$ cat src/rtl/parking_pkg.sv
// Shared types and helpers for the car-park entry gate.
// State encoding is visible on state_o, so values are fixed.
package parking_pkg;

  typedef enum logic [2:0] {
    IDLE     = 3'd0,
    WAIT_PWD = 3'd1,
    WRONG    = 3'd2,
    GRANTED  = 3'd3,
    STOP     = 3'd4,
    LOCKED   = 3'd5
  } state_t;

  // Bits needed to hold values 0..n inclusive.
  function automatic int cnt_w(input int n);
    return (n < 1) ? 1 : $clog2(n + 1);
  endfunction

endpackage

$ cat src/rtl/parking_blink_div.sv
// Blink phase generator: phase toggles every BLINK_DIV cycles.
// restart forces phase 0 so a newly entered state blinks from the start.
module parking_blink_div
  import parking_pkg::*;
#(
  parameter int BLINK_DIV = 4
) (
  input  logic clk,
  input  logic reset_n,
  input  logic restart,
  output logic phase
);

  localparam int DW = cnt_w(BLINK_DIV);

  logic [DW-1:0] cnt;

  // Free-running divider with synchronous restart.
  always_ff @(posedge clk or negedge reset_n) begin
    if (!reset_n) begin
      cnt   <= '0;
      phase <= 1'b0;
    end else if (restart) begin
      cnt   <= '0;
      phase <= 1'b0;
    end else if (cnt == DW'(BLINK_DIV - 1)) begin
      cnt   <= '0;
      phase <= ~phase;
    end else begin
      cnt <= cnt + 1'b1;
    end
  end

endmodule

$ cat src/rtl/parking_gate_ctrl.sv
// Entry-gate controller: password entry, timeout, lockout,
// tailgate stop and occupancy tracking with registered outputs.
module parking_gate_ctrl
  import parking_pkg::*;
#(
  parameter int CAPACITY    = 16,
  parameter int PWD_W       = 4,
  parameter int WAIT_CYCLES = 8,
  parameter int MAX_TRIES   = 3,
  parameter int LOCK_CYCLES = 64,
  parameter int BLINK_DIV   = 4,
  localparam int CNT_W      = cnt_w(CAPACITY)
) (
  input  logic             clk,
  input  logic             reset_n,
  input  logic             sensor_entrance,
  input  logic             sensor_exit,
  input  logic             car_leave,
  input  logic             pwd_valid,
  input  logic [PWD_W-1:0] pwd_in,
  input  logic [PWD_W-1:0] pwd_ref,
  output logic             gate_open,
  output logic             green_led,
  output logic             red_led,
  output logic             full,
  output logic             lockout,
  output logic [CNT_W-1:0] occupancy,
  output logic [2:0]       state_o
);

  localparam int TW = cnt_w(WAIT_CYCLES);
  localparam int LW = cnt_w(LOCK_CYCLES);
  localparam int RW = cnt_w(MAX_TRIES);

  state_t          state;
  state_t          state_nx;
  logic [TW-1:0]   wait_cnt;
  logic [TW-1:0]   wait_cnt_nx;
  logic [LW-1:0]   lock_cnt;
  logic [LW-1:0]   lock_cnt_nx;
  logic [RW-1:0]   tries;
  logic [RW-1:0]   tries_nx;
  logic [RW-1:0]   tries_inc;
  logic [CNT_W-1:0] occ;
  logic            park_in;
  logic            match;
  logic            phase;

  assign match     = pwd_valid && (pwd_in == pwd_ref);
  assign tries_inc = tries + 1'b1;
  assign full      = (occ == CNT_W'(CAPACITY));
  assign occupancy = occ;

  // State, timers and attempt counter registers.
  always_ff @(posedge clk or negedge reset_n) begin
    if (!reset_n) begin
      state    <= IDLE;
      wait_cnt <= '0;
      lock_cnt <= '0;
      tries    <= '0;
    end else begin
      state    <= state_nx;
      wait_cnt <= wait_cnt_nx;
      lock_cnt <= lock_cnt_nx;
      tries    <= tries_nx;
    end
  end

  // Next-state, timer and attempt logic.
  always_comb begin
    state_nx    = state;
    tries_nx    = tries;
    park_in     = 1'b0;
    wait_cnt_nx = '0;
    lock_cnt_nx = '0;
    if (state == WAIT_PWD) wait_cnt_nx = wait_cnt + 1'b1;
    if (state == LOCKED)   lock_cnt_nx = lock_cnt + 1'b1;
    unique case (state)
      IDLE: begin
        if (sensor_entrance && !full) state_nx = WAIT_PWD;
      end
      WAIT_PWD: begin
        if (pwd_valid) begin
          if (match) begin
            state_nx = GRANTED;
          end else begin
            tries_nx = tries_inc;
            state_nx = (tries_inc >= RW'(MAX_TRIES)) ? LOCKED : WRONG;
          end
        end else if (wait_cnt == TW'(WAIT_CYCLES - 1)) begin
          state_nx = IDLE;
          tries_nx = '0;
        end
      end
      WRONG: begin
        if (pwd_valid) begin
          if (match) begin
            state_nx = GRANTED;
          end else begin
            tries_nx = tries_inc;
            if (tries_inc >= RW'(MAX_TRIES)) state_nx = LOCKED;
          end
        end
      end
      GRANTED: begin
        if (sensor_entrance && sensor_exit) begin
          state_nx = STOP;
        end else if (sensor_exit) begin
          state_nx = IDLE;
          park_in  = 1'b1;
        end
      end
      STOP: begin
        if (match) state_nx = GRANTED;
      end
      LOCKED: begin
        if (lock_cnt == LW'(LOCK_CYCLES - 1)) begin
          state_nx = IDLE;
          tries_nx = '0;
        end
      end
      default: begin
        state_nx = IDLE;
        tries_nx = '0;
      end
    endcase
    if (state_nx == GRANTED) tries_nx = '0;
  end

  // Occupancy: saturating up/down, simultaneous events cancel.
  always_ff @(posedge clk or negedge reset_n) begin
    if (!reset_n) begin
      occ <= '0;
    end else if (park_in && !car_leave) begin
      if (!full) occ <= occ + 1'b1;
    end else if (car_leave && !park_in) begin
      if (occ != '0) occ <= occ - 1'b1;
    end
  end

  parking_blink_div #(
    .BLINK_DIV (BLINK_DIV)
  ) u_blink (
    .clk     (clk),
    .reset_n (reset_n),
    .restart (state_nx != state),
    .phase   (phase)
  );

  // Registered outputs decoded from the current state.
  always_ff @(posedge clk or negedge reset_n) begin
    if (!reset_n) begin
      gate_open <= 1'b0;
      green_led <= 1'b0;
      red_led   <= 1'b0;
      lockout   <= 1'b0;
      state_o   <= 3'd0;
    end else begin
      gate_open <= (state == GRANTED);
      green_led <= (state == GRANTED) && phase;
      red_led   <= (state == WAIT_PWD) || (state == LOCKED) ||
                   ((state == IDLE) && full) ||
                   (((state == WRONG) || (state == STOP)) && phase);
      lockout   <= (state == LOCKED);
      state_o   <= state;
    end
  end

endmodule

$ cat config.mk
export PLATFORM = sky130hd
export DESIGN_NAME = parking_gate_ctrl
export DESIGN_NICKNAME = d
export VERILOG_FILES = /design/src/rtl/parking_pkg.sv /design/src/rtl/parking_blink_div.sv /design/src/rtl/parking_gate_ctrl.sv
export SDC_FILE = /design/constraint.sdc
export NUM_CORES = 1
export LEC_CHECK = 0
export CORE_MARGIN = 2
export CORE_UTILIZATION = 58
export CTS_CLUSTER_SIZE = 10
export DETAILED_ROUTE_END_ITERATION = 7
export PLACE_DENSITY = 0.85
export SLEW_MARGIN = 20
export SYNTH_ARGS = -nofsm -noshare
export SYNTH_HDL_FRONTEND = slang
export SYNTH_HIERARCHICAL = 1
export SYNTH_SLANG_ARGS = --single-unit
$ cat constraint.sdc
create_clock -name clk -period 6.72 [get_ports clk]
set_input_delay 1.008 -clock clk [delete_from_list [all_inputs] [get_ports clk]]
set_output_delay 1.008 -clock clk [all_outputs]
set_load 0.01 [all_outputs]
==> results of run 1 <==
## cell type report
type                    instances  area, µm²  share of cell area, %
flip-flops and latches         32      800.8                  37.04
clock inverters                 3      42.54                  1.968
repair buffers                 27      267.8                  12.38
well taps                      33      41.29                  1.910
clock buffers                   5      37.54                  1.736
inverters                       9      33.78                  1.563
multi-input cells             130      938.4                  43.40
## power groups by stage
stage | Combinational, mW | Sequential [mW] | Clock [mW]
floorplan | 0.245 | 0.295 | 0
global route | 0.395 | 0.315 | 0.156
finish | 0.353 | 0.307 | 0.145
global placement | 0.335 | 0.307 | 0
CTS | 0.355 | 0.306 | 0.148
detailed placement | 0.353 | 0.309 | 0
## metal layers
layer,vias up,part of all wire [%]
met2,36,51
li1,680,-
met4,0,1.4
met3,6,4.2
met1,678,43
met5,-,0
## flip-flops by register name, summed over array words and instances, names as in the netlist
| register | flops |
|---|---|
| lock_cnt | 7 |
| occupancy | 5 |
| wait_cnt | 4 |
| state | 3 |
| state_o | 3 |
| u_blink/cnt | 3 |
| tries | 2 |
| gate_open | 1 |
| green_led | 1 |
| lockout | 1 |
| red_led | 1 |
| u_blink/phase | 1 |
## cells in the mapped netlist, types with 3 or more instances
cell type,number
sky130_fd_sc_hd__dfrtp_1,32
sky130_fd_sc_hd__nor2_1,17
sky130_fd_sc_hd__nand2_1,14
sky130_fd_sc_hd__a21oi_1,10
sky130_fd_sc_hd__ha_1,8
sky130_fd_sc_hd__inv_1,8
sky130_fd_sc_hd__xnor2_1,8
sky130_fd_sc_hd__xor2_1,7
sky130_fd_sc_hd__and3_1,4
sky130_fd_sc_hd__nand3_1,4
sky130_fd_sc_hd__nor3_1,4
sky130_fd_sc_hd__a211oi_2,3
sky130_fd_sc_hd__clkbuf_1,3
sky130_fd_sc_hd__nor4_1,3
sky130_fd_sc_hd__o21ai_0,3
## cells by family (layout without fill, tap and decap cells)
group           after synthesis  count (layout)
simple gates                 67              67
compound gates               36              36
flops                        32              32
xor+xnor                     17              17
buf+inv                      15              44
fa+ha+maj                     9               9
mux                           1               1
## critical path, stage by stage (launching register included)
cell                              delay [ns]
sky130_fd_sc_hd__dfrtp_1                0.47
sky130_fd_sc_hd__nor4_1                 0.49
sky130_fd_sc_hd__and2_1                 0.23
sky130_fd_sc_hd__clkdlybuf4s50_1        0.55
## worst paths after layout
check,start,end,cells past startpoint
setup / recovery,occupancy[0]$_DFFE_PN0P_,full,3
hold / removal,u_blink/cnt[0]$_DFF_PN0_,u_blink/cnt[0]$_DFF_PN0_,1
setup reg to reg,state[0]$_DFF_PN0_,occupancy[4]$_DFFE_PN0P_,12
hold reg to reg,u_blink/cnt[0]$_DFF_PN0_,u_blink/cnt[0]$_DFF_PN0_,1
max in group asynchronous,reset_n,u_blink/cnt[0]$_DFF_PN0_,2
min in group asynchronous,reset_n,state_o[2]$_DFF_PN0_,2
## through the flow
step	instance area (µm²)	worst slack, ns
after global routing	2162	3.491
after CTS	2162	3.633
final	2162	3.641
after floorplan	1802	4.104
after detailed placement	2082	3.381
after global placement	2082	3.479
==> report_table.html, run 1 <==
<table>
<tr><th>Metric</th><th>Value</th></tr>
<tr><th colspan="2">Floorplan</th></tr>
<tr><td>Die Span X</td><td>around 60 µm</td></tr>
<tr><td>Vertical die dimension</td><td>around 60 µm</td></tr>
<tr><td>Area enclosed by the die boundary</td><td>0.003568 mm²</td></tr>
<tr><td>Effective utilization at floorplan</td><td>approximately 60%</td></tr>
<tr><td>Row Count</td><td>20</td></tr>
<tr><td>IO Pins</td><td>27</td></tr>
<tr><td>Core Box Area</td><td>roughly 0.0030 mm²</td></tr>
<tr><th colspan="2">Finish</th></tr>
<tr><td>Final-stage net count</td><td>between 200 and 250</td></tr>
<tr><td>Filler cells</td><td>~230</td></tr>
<tr><td>Area growth from synthesis to final layout</td><td>20.00%</td></tr>
<tr><td>ANT cells</td><td>0</td></tr>
<tr><td>Final cell count without fillers</td><td>roughly 240</td></tr>
<tr><td>Most common library cell in the layout ignoring fill and taps</td><td>sky130_fd_sc_hd__dfrtp_1</td></tr>
<tr><td>Finished Core Util</td><td>between 70% and 80%</td></tr>
<tr><td>Share of post-route cells with drive strength above 1</td><td>10.68%</td></tr>
<tr><td>Most used cells in the layout excluding fill and tap cells</td><td>sky130_fd_sc_hd__dfrtp_1, sky130_fd_sc_hd__clkdlybuf4s50_1, sky130_fd_sc_hd__nor2_1</td></tr>
<tr><th colspan="2">Timing</th></tr>
<tr><td>Highest clock frequency the design can meet</td><td>roughly 320 MHz</td></tr>
<tr><td>Sum of negative setup slack</td><td>0 ns</td></tr>
<tr><td>Setup-failing EPs final</td><td>0</td></tr>
<tr><td>Slew Limit Fails</td><td>0</td></tr>
<tr><td>Period utilisation layout</td><td>45.82%</td></tr>
<tr><td>Min Tclk post-route</td><td>approximately 3 ns</td></tr>
<tr><td>Setup repair after global routing missed its margin</td><td>no</td></tr>
<tr><td>Worst hold margin</td><td>0.4510 ns</td></tr>
<tr><td>Worst-case clock skew</td><td>0.01287 ns</td></tr>
<tr><td>Worst slew margin relative to its limit</td><td>62.40%</td></tr>
<tr><td>Slew at the pin closest to its max-slew limit</td><td>~0.56 ns</td></tr>
<tr><td>Final-report hold violation count</td><td>0</td></tr>
<tr><th colspan="2">Clock network</th></tr>
<tr><td>Post-CTS setup buffer count</td><td>0</td></tr>
<tr><td>Number of buffers inserted during clock tree synthesis</td><td>5</td></tr>
<tr><td>Clock slew at reported path FFs</td><td>~0.11 ns</td></tr>
<tr><td>TritonCTS clock tree</td><td>built</td></tr>
<tr><td># hold bufs at CTS</td><td>0</td></tr>
<tr><td>Number of clock sinks seen by CTS</td><td>32</td></tr>
<tr><td>Clock tree root driver cell</td><td>sky130_fd_sc_hd__clkbuf_4</td></tr>
<tr><td>Bufs on Longest Clock Path</td><td>2</td></tr>
<tr><td>Worst-Skew Late Latency</td><td>~0.34 ns</td></tr>
<tr><td>Number of gates resized after cts</td><td>0</td></tr>
<tr><td>Htree depth</td><td>2</td></tr>
<tr><th colspan="2">Power and ir drop</th></tr>
<tr><td>Share of total power in the clock network</td><td>18.0%</td></tr>
<tr><td>Combinational cell fraction of total power</td><td>43.9%</td></tr>
<tr><td>NetSw</td><td>~0.3 mW</td></tr>
<tr><td>Power, Total</td><td>0.8055 mW</td></tr>
<tr><td>Pwr dens</td><td>approximately 370 mW/mm²</td></tr>
<tr><td>Leak pwr</td><td>0.9341 nW</td></tr>
<tr><td>Sw Share</td><td>a little under two fifths</td></tr>
<tr><td>Int Power</td><td>0.5006 mW</td></tr>
<tr><td>Fraction of power consumed by sequential logic</td><td>a little under two fifths</td></tr>
<tr><td>IR drop worst, VDD</td><td>~0.23 mV</td></tr>
<tr><th colspan="2">Synthesis</th></tr>
<tr><td>Leading post-synthesis cells by cell area</td><td>sky130_fd_sc_hd__dfrtp_1, sky130_fd_sc_hd__ha_1, sky130_fd_sc_hd__xnor2_1</td></tr>
<tr><td>Post-Syn Nets</td><td>200</td></tr>
<tr><td>Largest family of logic cells by synthesized area</td><td>simple AND/OR/NAND/NOR gates</td></tr>
<tr><td>Xor and xnor area share after synthesis</td><td>a little under a tenth</td></tr>
<tr><td>FF+latch count, synth</td><td>32</td></tr>
<tr><td>Post-Synthesis Cell Area</td><td>0.001802 mm²</td></tr>
<tr><td>Portion of the post-synthesis area used by sequential elements</td><td>between 40% and 50%</td></tr>
<tr><td>EDFF count, synth</td><td>0</td></tr>
<tr><td>Share of Yosys cell area claimed by the top area cell type</td><td>between 40% and 50%</td></tr>
<tr><td>Syn Area/Cell</td><td>about 10 µm²</td></tr>
<tr><td>Synthesized-area fraction occupied by ao, oa, aoi and oai cells</td><td>around 15%</td></tr>
<tr><td>Gate count of the mapped netlist</td><td>around 180</td></tr>
<tr><td>Post-synthesis async set-or-reset flop share</td><td>100.0%</td></tr>
<tr><td>Multiplexer fraction of the synthesized cell area</td><td>less than 1%</td></tr>
<tr><td>Simple-gate share of the synthesized area</td><td>about a fifth</td></tr>
<tr><td>Count of unique library cells instantiated by Yosys</td><td>between 50 and 60</td></tr>
<tr><td>Cell type contributing the most total cell area after synthesis</td><td>sky130_fd_sc_hd__dfrtp_1</td></tr>
<tr><td>Ys Warns</td><td>6</td></tr>
<tr><td>Flip-flop cell with the highest count after synthesis</td><td>sky130_fd_sc_hd__dfrtp_1</td></tr>
<tr><td>Adder-Cell Fraction of Synth Area</td><td>under 10%</td></tr>
<tr><th colspan="2">Global route</th></tr>
<tr><td>Overall fraction of global-route tracks in use</td><td>between 20% and 30%</td></tr>
<tr><td>Number of antenna violations at the first check in global routing</td><td>0</td></tr>
<tr><td>Vias in the first global route</td><td>between 1000 and 1500</td></tr>
<tr><td>Met3 Track Usage GR</td><td>around 4.3%</td></tr>
<tr><td>Global Route met1 Usage</td><td>between 20% and 30%</td></tr>
<tr><td>Most crowded layer after global routing</td><td>met2</td></tr>
<tr><td>Maximum number of pins on one net before global-route repair</td><td>33</td></tr>
<tr><td>Global route total overflow</td><td>0</td></tr>
<tr><td>First-pass GRT wire length</td><td>approximately 6 mm</td></tr>
<tr><td>Routing usage on met2</td><td>a little over a third</td></tr>
<tr><th colspan="2">Placed design</th></tr>
<tr><td>Placed Instances</td><td>231</td></tr>
<tr><td># port buffers</td><td>26</td></tr>
<tr><td>Half-perimeter wire length after detailed placement</td><td>~2.7 mm</td></tr>
<tr><td>Placer Congestion</td><td>between 0.9 and 1</td></tr>
<tr><th colspan="2">Setup path</th></tr>
<tr><td>Critical Path RT</td><td>between 5 and 6 ns</td></tr>
<tr><td>CP Class</td><td>reg -&gt; out</td></tr>
<tr><td>Critical path peak fanout</td><td>5</td></tr>
<tr><td>Kind of end point of the critical path</td><td>output pin</td></tr>
<tr><td>Worst reg2reg setup slack</td><td>roughly 3.7 ns</td></tr>
<tr><td>Arrival time reported for the critical path endpoint</td><td>2.07 ns</td></tr>
<tr><td>CP Launch Type</td><td>flip-flop</td></tr>
<tr><th colspan="2">Detailed routing</th></tr>
<tr><td>Pre-Repair DR Iteration Count</td><td>4</td></tr>
<tr><td>Total vias in the final route</td><td>1400</td></tr>
<tr><td>DRC violation count after routing</td><td>0</td></tr>
<tr><td>Post-route ant nets</td><td>0</td></tr>
<tr><td>Average wire length per cell after detail routing</td><td>14.64 µm</td></tr>
<tr><td>Violation count after the first detailed-routing iteration</td><td>63</td></tr>
<tr><td>Sum of routed wire length over all layers</td><td>about 3.5 mm</td></tr>
<tr><td>DR vias/cell</td><td>between 5 and 6</td></tr>
<tr><th colspan="2">Min path</th></tr>
<tr><td>Path category of the worst min-delay check</td><td>reg -&gt; reg</td></tr>
<tr><th colspan="2">Run status</th></tr>
<tr><td>Outcome</td><td>finished, final reports clean</td></tr>
<tr><th colspan="2">Run</th></tr>
<tr><td>Max-cap check violation count</td><td>0</td></tr>
</table>
(Power assumes the default switching activity.)
==> inputs of run 2 (changes only) <==
--- a/config.mk
+++ b/config.mk
@@ -6,10 +6,10 @@
 export NUM_CORES = 1
 export LEC_CHECK = 0
 export CORE_MARGIN = 2
-export CORE_UTILIZATION = 58
+export CORE_UTILIZATION = 48
 export CTS_CLUSTER_SIZE = 10
 export DETAILED_ROUTE_END_ITERATION = 7
-export PLACE_DENSITY = 0.85
+export PLACE_DENSITY = 0.75
 export SLEW_MARGIN = 20
 export SYNTH_ARGS = -nofsm -noshare
 export SYNTH_HDL_FRONTEND = slang
==> constraint.sdc (replaced) <==
create_clock -name clk -period 2.6 [get_ports clk]
set_input_delay 0.39 -clock clk [delete_from_list [all_inputs] [get_ports clk]]
set_output_delay 0.39 -clock clk [all_outputs]
set_load 0.01 [all_outputs]
==> report_table.html, run 2 (same netlist as run 1, synthesis figures left out) <==
<table>
<tr><th>Metric</th><th>Value</th></tr>
<tr><th colspan="2">Run status</th></tr>
<tr><td>Outcome</td><td>finished, final reports clean</td></tr>
<tr><th colspan="2">Setup path</th></tr>
<tr><td>Kind of end point of the critical path</td><td>flip-flop</td></tr>
<tr><td>Worst reg2reg path depth</td><td>12 (unchanged)</td></tr>
<tr><td>Reg-to-reg critical path endpoint</td><td>occupancy[4]$_DFFE_PN0P_</td></tr>
<tr><td>CP Class</td><td>reg -&gt; reg</td></tr>
<tr><td>CP Launch Type</td><td>flip-flop</td></tr>
<tr><td>Critical Path End</td><td>occupancy[4]$_DFFE_PN0P_</td></tr>
<tr><td>Startpoint of the worst-slack reg-to-reg timing path</td><td>state[1]$_DFF_PN0_</td></tr>
<tr><td>Worst reg2reg setup slack</td><td>0.22 ns (-3.46 ns)</td></tr>
<tr><td>Arrival time reported for the critical path endpoint</td><td>2.54 ns (+0.47 ns)</td></tr>
<tr><td>Critical Path RT</td><td>2.76 ns (-2.95 ns)</td></tr>
<tr><td>Worst setup path startpoint</td><td>state[1]$_DFF_PN0_</td></tr>
<tr><td>Critical path peak fanout</td><td>6 (+1)</td></tr>
<tr><th colspan="2">Placed design</th></tr>
<tr><td>Worst Setup Slack post-DPL</td><td>-0.06765 ns (-3.449 ns)</td></tr>
<tr><td>Placed Instances</td><td>258 (+12%)</td></tr>
<tr><td>Half-perimeter wire length after detailed placement</td><td>2.944 mm (+11%)</td></tr>
<tr><td>Placer Congestion</td><td>0.9414 (-5.6%)</td></tr>
<tr><td># port buffers</td><td>26 (unchanged)</td></tr>
<tr><th colspan="2">Detailed routing</th></tr>
<tr><td>DR vias/cell</td><td>5.649 (-3.6%)</td></tr>
<tr><td>Sum of routed wire length over all layers</td><td>3.957 mm (+13%)</td></tr>
<tr><td>Pre-Repair DR Iteration Count</td><td>4 (unchanged)</td></tr>
<tr><td>Total vias in the final route</td><td>1497 (+6.9%)</td></tr>
<tr><td>Violation count after the first detailed-routing iteration</td><td>41 (-35%)</td></tr>
<tr><td>DRC violation count after routing</td><td>0 (unchanged)</td></tr>
<tr><td>Post-route ant nets</td><td>0 (unchanged)</td></tr>
<tr><td>Average wire length per cell after detail routing</td><td>14.93 µm (+2.0%)</td></tr>
<tr><th colspan="2">Power and ir drop</th></tr>
<tr><td>Leak pwr</td><td>0.9969 nW (+6.7%)</td></tr>
<tr><td>Pwr dens</td><td>949.9 mW/mm² (+150%)</td></tr>
<tr><td>IR drop worst, VDD</td><td>0.5219 mV (+130%)</td></tr>
<tr><th colspan="2">Finish</th></tr>
<tr><td>Finished Core Util</td><td>63.22% (-8.8 points)</td></tr>
<tr><td>Share of post-route cells with drive strength above 1</td><td>17.05% (+6.4 points)</td></tr>
<tr><td>Area growth from synthesis to final layout</td><td>27.50%</td></tr>
<tr><td>ANT cells</td><td>0 (unchanged)</td></tr>
<tr><td>Most common library cell in the layout ignoring fill and taps</td><td>sky130_fd_sc_hd__dfrtp_1</td></tr>
<tr><td>Reg with most FFs</td><td>lock_cnt</td></tr>
<tr><td>Largest register FFs</td><td>7 (unchanged)</td></tr>
<tr><td>Most used cells in the layout excluding fill and tap cells</td><td>sky130_fd_sc_hd__dfrtp_1, sky130_fd_sc_hd__clkdlybuf4s50_1, sky130_fd_sc_hd__nor2_1</td></tr>
<tr><td>Final-stage net count</td><td>240 (+5.3%)</td></tr>
<tr><td>Final cell count without fillers</td><td>265 (+11%)</td></tr>
<tr><td>Filler cells</td><td>303 (+31%)</td></tr>
<tr><th colspan="2">Floorplan</th></tr>
<tr><td>Core Box Area</td><td>0.003633 mm² (+21%)</td></tr>
<tr><td>Row Count</td><td>22 (+10%)</td></tr>
<tr><td>Die Span X</td><td>65.27 µm (+9.3%)</td></tr>
<tr><td>Area enclosed by the die boundary</td><td>0.004260 mm² (+19%)</td></tr>
<tr><td>Vertical die dimension</td><td>65.27 µm (+9.3%)</td></tr>
<tr><td>IO Pins</td><td>27 (unchanged)</td></tr>
<tr><td>Effective utilization at floorplan</td><td>49.59% (-10 points)</td></tr>
<tr><th colspan="2">Global route</th></tr>
<tr><td>Global Route met1 Usage</td><td>23.99% (-5.0 points)</td></tr>
<tr><td>Met3 Track Usage GR</td><td>5.651% (+1.3 points)</td></tr>
<tr><td>Number of antenna violations at the first check in global routing</td><td>0 (unchanged)</td></tr>
<tr><td>Overall fraction of global-route tracks in use</td><td>20.73% (-1.5 points)</td></tr>
<tr><td>Vias in the first global route</td><td>1525 (+14%)</td></tr>
<tr><td>Maximum number of pins on one net before global-route repair</td><td>33 (unchanged)</td></tr>
<tr><td>Global route total overflow</td><td>0 (unchanged)</td></tr>
<tr><td>Routing usage on met2</td><td>36.22% (-0.11 points)</td></tr>
<tr><td>First-pass GRT wire length</td><td>6.734 mm (+14%)</td></tr>
<tr><td>Most crowded layer after global routing</td><td>met2</td></tr>
<tr><th colspan="2">Timing</th></tr>
<tr><td>Period utilisation layout</td><td>91.53%</td></tr>
<tr><td>Min Tclk post-route</td><td>2.380 ns</td></tr>
<tr><td>Slew Limit Fails</td><td>0 (unchanged)</td></tr>
<tr><td>Worst hold margin</td><td>0.4398 ns (-0.01122 ns)</td></tr>
<tr><td>Setup-failing EPs final</td><td>0 (unchanged)</td></tr>
<tr><td>Sum of negative setup slack</td><td>0 ns (unchanged)</td></tr>
<tr><td>Highest clock frequency the design can meet</td><td>around 420 MHz</td></tr>
<tr><td>Setup repair after global routing missed its margin</td><td>yes</td></tr>
<tr><td>Min setup slack post-route</td><td>0.2203 ns (-3.421 ns)</td></tr>
<tr><td>Worst-case clock skew</td><td>0.005314 ns (-0.007553 ns)</td></tr>
<tr><td>Final-report hold violation count</td><td>0 (unchanged)</td></tr>
<tr><td>Worst slew margin relative to its limit</td><td>65.79% (+3.4 points)</td></tr>
<tr><td>Slew at the pin closest to its max-slew limit</td><td>0.5132 ns (-0.05083 ns)</td></tr>
<tr><th colspan="2">Clock network</th></tr>
<tr><td>Number of gates resized after cts</td><td>0 (unchanged)</td></tr>
<tr><td>Bufs on Longest Clock Path</td><td>2 (unchanged)</td></tr>
<tr><td>Number of clock sinks seen by CTS</td><td>32 (unchanged)</td></tr>
<tr><td>Worst-Skew Late Latency</td><td>0.28 ns (-0.06 ns)</td></tr>
<tr><td># hold bufs at CTS</td><td>0 (unchanged)</td></tr>
<tr><td>Clock tree root driver cell</td><td>sky130_fd_sc_hd__clkbuf_8</td></tr>
<tr><td>Clock slew at reported path FFs</td><td>0.06 ns (-0.05 ns)</td></tr>
<tr><td>Htree depth</td><td>2 (unchanged)</td></tr>
<tr><td>TritonCTS clock tree</td><td>built</td></tr>
<tr><td>Number of buffers inserted during clock tree synthesis</td><td>5 (unchanged)</td></tr>
<tr><td>Post-CTS setup buffer count</td><td>0 (unchanged)</td></tr>
<tr><th colspan="2">Min path</th></tr>
<tr><td>Path category of the worst min-delay check</td><td>reg -&gt; reg</td></tr>
<tr><th colspan="2">Run</th></tr>
<tr><td>Max-cap check violation count</td><td>0 (unchanged)</td></tr>
</table>
## run 2: routing by layer
layer  routed length [µm]  vias up
met1                 1646      752
met4                   95        0
li1                     -      706
met5                    0        -
met3                  160       11
met2                 2054       28
## run 2: stage by stage
step,instance area (µm²),power [mW]
floorplan,1802,1.395
global placement,2191,1.759
detailed placement,2191,1.805
CTS,2268,2.163
global route,2297,2.359
finish,2297,2.182
## run 2: power breakdown
part	switching, mW	leakage [nW]	internal [mW]
sequential	0.118	0.422	0.633
clock	0.162	0.0410	0.181
combinational	0.539	0.534	0.549
total	0.819	0.997	1.36
## run 2: cell type report
type | count | area, µm² | share of cell area, %
clock inverters | 1 | 5.005 | 0.2179
clock buffers | 6 | 72.57 | 3.159
flip-flops and latches | 32 | 802.0 | 34.91
inverters | 9 | 33.78 | 1.471
multi-input cells | 130 | 965.9 | 42.05
well taps | 48 | 60.06 | 2.614
repair buffers | 39 | 357.8 | 15.58
## run 2: worst min-delay path by stage
stage / start / to / slack, ns / depth (start not counted)
after CTS: u_blink/cnt[0]$_DFF_PN0_ / u_blink/cnt[0]$_DFF_PN0_ / 0.44 / 1
final: u_blink/cnt[0]$_DFF_PN0_ / u_blink/cnt[0]$_DFF_PN0_ / 0.44 / 1
after global placement: u_blink/cnt[0]$_DFF_PN0_ / u_blink/cnt[0]$_DFF_PN0_ / 0.43 / 1
after detailed placement: u_blink/cnt[0]$_DFF_PN0_ / u_blink/cnt[0]$_DFF_PN0_ / 0.44 / 1
after global routing: state[2]$_DFF_PN0_ / gate_open$_DFF_PN0_ / 0.48 / 1
after floorplan: reset_n / gate_open$_DFF_PN0_ / 0.09 / 0
## run 2: worst max-delay path, stage by stage (launching register included)
cell and delay [ns]:
sky130_fd_sc_hd__dfrtp_2 0.41, sky130_fd_sc_hd__inv_1 0.08, sky130_fd_sc_hd__nor3_2 0.21, sky130_fd_sc_hd__nand2_1 0.08, sky130_fd_sc_hd__nor2_1 0.09, sky130_fd_sc_hd__ha_1 0.19, sky130_fd_sc_hd__inv_1 0.11, sky130_fd_sc_hd__fa_1 0.40
sky130_fd_sc_hd__a21o_1 0.19, sky130_fd_sc_hd__a21oi_1 0.16, sky130_fd_sc_hd__xnor2_1 0.13, sky130_fd_sc_hd__nand2_1 0.08, sky130_fd_sc_hd__xnor2_1 0.15
==> inputs of run 3 (changes only) <==
--- a/config.mk
+++ b/config.mk
@@ -5,9 +5,9 @@
 export SDC_FILE = /design/constraint.sdc
 export NUM_CORES = 1
 export LEC_CHECK = 0
-export CORE_MARGIN = 2
+export CORE_ASPECT_RATIO = 1.5
+export CORE_MARGIN = 5
 export CORE_UTILIZATION = 48
-export CTS_CLUSTER_SIZE = 10
 export DETAILED_ROUTE_END_ITERATION = 7
 export PLACE_DENSITY = 0.75
 export SLEW_MARGIN = 20
==> report_table.html, run 3 (same netlist as run 1, synthesis figures left out) <==
<table>
<tr><th>Metric</th><th>Value</th></tr>
<tr><th colspan="2">Finish</th></tr>
<tr><td>Largest register FFs</td><td>7 (unchanged)</td></tr>
<tr><td>Filler cells</td><td>320 (+5.6%)</td></tr>
<tr><td>Reg with most FFs</td><td>lock_cnt</td></tr>
<tr><td>Most used cells in the layout excluding fill and tap cells</td><td>sky130_fd_sc_hd__dfrtp_1, sky130_fd_sc_hd__clkdlybuf4s50_1, sky130_fd_sc_hd__nor2_1</td></tr>
<tr><td>Area growth from synthesis to final layout</td><td>25.42%</td></tr>
<tr><td>Sequential Area</td><td>800.8 µm² (-0.16%)</td></tr>
<tr><td>Final-stage net count</td><td>238 (-0.83%)</td></tr>
<tr><td>Share of post-route cells with drive strength above 1</td><td>13.89% (-3.2 points)</td></tr>
<tr><td>ANT cells</td><td>0 (unchanged)</td></tr>
<tr><td>Combined area of the multi-input logic cells</td><td>938.4 µm² (-2.8%)</td></tr>
<tr><td>Most common library cell in the layout ignoring fill and taps</td><td>sky130_fd_sc_hd__dfrtp_1</td></tr>
<tr><th colspan="2">Placed design</th></tr>
<tr><td>Worst Setup Slack post-DPL</td><td>-0.1009 ns (-0.03329 ns)</td></tr>
<tr><td>Half-perimeter wire length after detailed placement</td><td>2.992 mm (+1.6%)</td></tr>
<tr><td># port buffers</td><td>26 (unchanged)</td></tr>
<tr><td>Placer Congestion</td><td>0.7701 (-18%)</td></tr>
<tr><th colspan="2">Floorplan</th></tr>
<tr><td>Vertical die dimension</td><td>85.04 µm (+30%)</td></tr>
<tr><td>IO Pins</td><td>27 (unchanged)</td></tr>
<tr><td>Die Span X</td><td>60.03 µm (-8.0%)</td></tr>
<tr><td>Row Count</td><td>27 (+23%)</td></tr>
<tr><td>Area enclosed by the die boundary</td><td>0.005104 mm² (+20%)</td></tr>
<tr><td>Effective utilization at floorplan</td><td>49.38% (-0.20 points)</td></tr>
<tr><td>Core Box Area</td><td>0.003649 mm² (+0.41%)</td></tr>
<tr><th colspan="2">Global route</th></tr>
<tr><td>Met3 Track Usage GR</td><td>4.110% (-1.5 points)</td></tr>
<tr><td>Global Route met1 Usage</td><td>19.90% (-4.1 points)</td></tr>
<tr><td>First-pass GRT wire length</td><td>6.782 mm (+0.71%)</td></tr>
<tr><td>Overall fraction of global-route tracks in use</td><td>17.78% (-3.0 points)</td></tr>
<tr><td>Vias in the first global route</td><td>1524 (-0.066%)</td></tr>
<tr><td>Number of antenna violations at the first check in global routing</td><td>0 (unchanged)</td></tr>
<tr><td>Maximum number of pins on one net before global-route repair</td><td>33 (unchanged)</td></tr>
<tr><td>Most crowded layer after global routing</td><td>met2</td></tr>
<tr><td>Routing usage on met2</td><td>30.22% (-6.0 points)</td></tr>
<tr><td>Global route total overflow</td><td>0 (unchanged)</td></tr>
<tr><th colspan="2">Detailed routing</th></tr>
<tr><td>DRC violation count after routing</td><td>0 (unchanged)</td></tr>
<tr><td>Average wire length per cell after detail routing</td><td>14.87 µm (-0.40%)</td></tr>
<tr><td>Sum of routed wire length over all layers</td><td>3.852 mm (-2.7%)</td></tr>
<tr><td>Post-route ant nets</td><td>0 (unchanged)</td></tr>
<tr><td>Violation count after the first detailed-routing iteration</td><td>43 (+4.9%)</td></tr>
<tr><td>DR vias/cell</td><td>5.556 (-1.6%)</td></tr>
<tr><td>Pre-Repair DR Iteration Count</td><td>4 (unchanged)</td></tr>
<tr><td>Total vias in the final route</td><td>1439 (-3.9%)</td></tr>
<tr><th colspan="2">Clock network</th></tr>
<tr><td>Worst-Skew Late Latency</td><td>0.29 ns (about the same)</td></tr>
<tr><td>Number of clock sinks seen by CTS</td><td>32 (unchanged)</td></tr>
<tr><td>Htree depth</td><td>2 (unchanged)</td></tr>
<tr><td>Bufs on Longest Clock Path</td><td>2 (unchanged)</td></tr>
<tr><td>Number of buffers inserted during clock tree synthesis</td><td>5 (unchanged)</td></tr>
<tr><td>Clock slew at reported path FFs</td><td>0.06 ns (about the same)</td></tr>
<tr><td># hold bufs at CTS</td><td>0 (unchanged)</td></tr>
<tr><td>TritonCTS clock tree</td><td>built</td></tr>
<tr><td>Clock tree root driver cell</td><td>sky130_fd_sc_hd__clkbuf_8</td></tr>
<tr><td>Post-CTS setup buffer count</td><td>0 (unchanged)</td></tr>
<tr><td>Number of gates resized after cts</td><td>0 (unchanged)</td></tr>
<tr><th colspan="2">Setup path</th></tr>
<tr><td>Startpoint of the worst-slack reg-to-reg timing path</td><td>state[0]$_DFF_PN0_</td></tr>
<tr><td>Worst reg2reg path depth</td><td>12 (unchanged)</td></tr>
<tr><td>Critical path peak fanout</td><td>7 (+1)</td></tr>
<tr><td>Reg-to-reg critical path endpoint</td><td>occupancy[4]$_DFFE_PN0P_</td></tr>
<tr><td>Kind of end point of the critical path</td><td>flip-flop</td></tr>
<tr><td>CP Launch Type</td><td>input pin</td></tr>
<tr><td>Critical Path RT</td><td>2.79 ns (+0.03 ns)</td></tr>
<tr><td>CP Class</td><td>in -&gt; reg</td></tr>
<tr><td>Worst reg2reg setup slack</td><td>0.29 ns (+0.07 ns)</td></tr>
<tr><td>Arrival time reported for the critical path endpoint</td><td>2.62 ns (+0.08 ns)</td></tr>
<tr><th colspan="2">Timing</th></tr>
<tr><td>Min Tclk post-route</td><td>2.429 ns (+0.04909 ns)</td></tr>
<tr><td>Setup repair after global routing missed its margin</td><td>no</td></tr>
<tr><td>Slew Limit Fails</td><td>0 (unchanged)</td></tr>
<tr><td>Period utilisation layout</td><td>93.42% (+1.9 points)</td></tr>
<tr><td>Setup-failing EPs final</td><td>0 (unchanged)</td></tr>
<tr><td>Min setup slack post-route</td><td>0.1712 ns (-0.04909 ns)</td></tr>
<tr><td>Highest clock frequency the design can meet</td><td>411.7 MHz (-2.0%)</td></tr>
<tr><td>Worst-case clock skew</td><td>0.008974 ns (+0.003660 ns)</td></tr>
<tr><td>Final-report hold violation count</td><td>0 (unchanged)</td></tr>
<tr><td>Slew at the pin closest to its max-slew limit</td><td>0.4639 ns (-0.04929 ns)</td></tr>
<tr><td>Worst slew margin relative to its limit</td><td>68.67% (+2.9 points)</td></tr>
<tr><td>Sum of negative setup slack</td><td>0 ns (unchanged)</td></tr>
<tr><th colspan="2">Run status</th></tr>
<tr><td>Outcome</td><td>finished, final reports clean</td></tr>
<tr><th colspan="2">Min path</th></tr>
<tr><td>Path category of the worst min-delay check</td><td>reg -&gt; reg</td></tr>
<tr><td>Hold EP</td><td>u_blink/cnt[0]$_DFF_PN0_</td></tr>
<tr><td>WHS Path Cells</td><td>1 (unchanged)</td></tr>
<tr><td>Hold path start</td><td>u_blink/cnt[0]$_DFF_PN0_</td></tr>
<tr><th colspan="2">Power and ir drop</th></tr>
<tr><td>Leak pwr</td><td>0.9869 nW (-1.0%)</td></tr>
<tr><td>IR drop worst, VDD</td><td>0.6072 mV (+16%)</td></tr>
<tr><td>Pwr dens</td><td>964.0 mW/mm² (+1.5%)</td></tr>
<tr><th colspan="2">Run</th></tr>
<tr><td>Max-cap check violation count</td><td>0 (unchanged)</td></tr>
</table>
[run 3: changes by cell type in the layout (fill, tap and decap cells not counted), sizes merged]
cell and delta:
buf -2, clkbuf +2, clkinv -1
[run 3: worst max path at each step]
stage	end	depth (start not counted)	startpoint
finish	u_blink/cnt[1]$_DFF_PN0_	8	pwd_ref[1]
global route	u_blink/cnt[1]$_DFF_PN0_	8	pwd_ref[1]
CTS	u_blink/cnt[1]$_DFF_PN0_	8	pwd_ref[1]
detailed placement	u_blink/cnt[1]$_DFF_PN0_	8	pwd_ref[1]
global placement	u_blink/cnt[1]$_DFF_PN0_	8	pwd_ref[1]
floorplan	occupancy[4]$_DFFE_PN0P_	13	state[1]$_DFF_PN0_
[run 3: report_power, final]
| group | leakage, nW | total [mW] | internal [mW] | switching [mW] |
|---|---|---|---|---|
| clock | 0.0455 | 0.390 | 0.216 | 0.175 |
| combinational | 0.518 | 1.05 | 0.529 | 0.523 |
| sequential | 0.423 | 0.736 | 0.631 | 0.105 |
| total | 0.987 | 2.18 | 1.38 | 0.803 |
[run 3: worst max-delay path, cell delays in order]
cell and delay [ns]:
sky130_fd_sc_hd__clkdlybuf4s50_1 0.46, sky130_fd_sc_hd__xor2_2 0.21, sky130_fd_sc_hd__nor4_4 0.48, sky130_fd_sc_hd__nor2b_1 0.13, sky130_fd_sc_hd__a221oi_1 0.37, sky130_fd_sc_hd__nand4_1 0.20
sky130_fd_sc_hd__buf_4 0.19, sky130_fd_sc_hd__nor3b_1 0.19
[run 3: layout make-up]
| class | count | area share [%] |
|---|---|---|
| Clock buffer | 8 | 3.987 |
| Tap cell | 43 | 2.381 |
| Multi-Input combinational cell | 130 | 41.53 |
| Sequential cell | 32 | 35.44 |
| Timing Repair Buffer | 37 | 15.17 |
| Inverter | 9 | 1.495 |
[run 3: through the flow]
| stage | utilization (%) | area, µm² | power (mW) | hold WS [ns] | cells |
|---|---|---|---|---|---|
| final | 61.93 | 2260 | 2.178 | 0.4431 | 259 |
| after floorplan | - | 1802 | 1.395 | 0.09441 | 177 |
| after CTS | 61.93 | 2260 | 2.201 | 0.4435 | 259 |
| after global routing | 61.93 | 2260 | 2.358 | 0.4639 | 259 |
| after detailed placement | 59.47 | 2170 | 1.800 | 0.4357 | 251 |
| after global placement | 59.47 | 2170 | 1.758 | 0.4276 | 251 |
[run 3: layer usage]
layer | vias up | routed length, µm | part of all wire (%)
li1 | 697 | - | -
met1 | 693 | 1523 | 40
met2 | 42 | 2066 | 54
met3 | 7 | 168 | 4.4
met4 | 0 | 94 | 2.4
met5 | - | 0 | 0
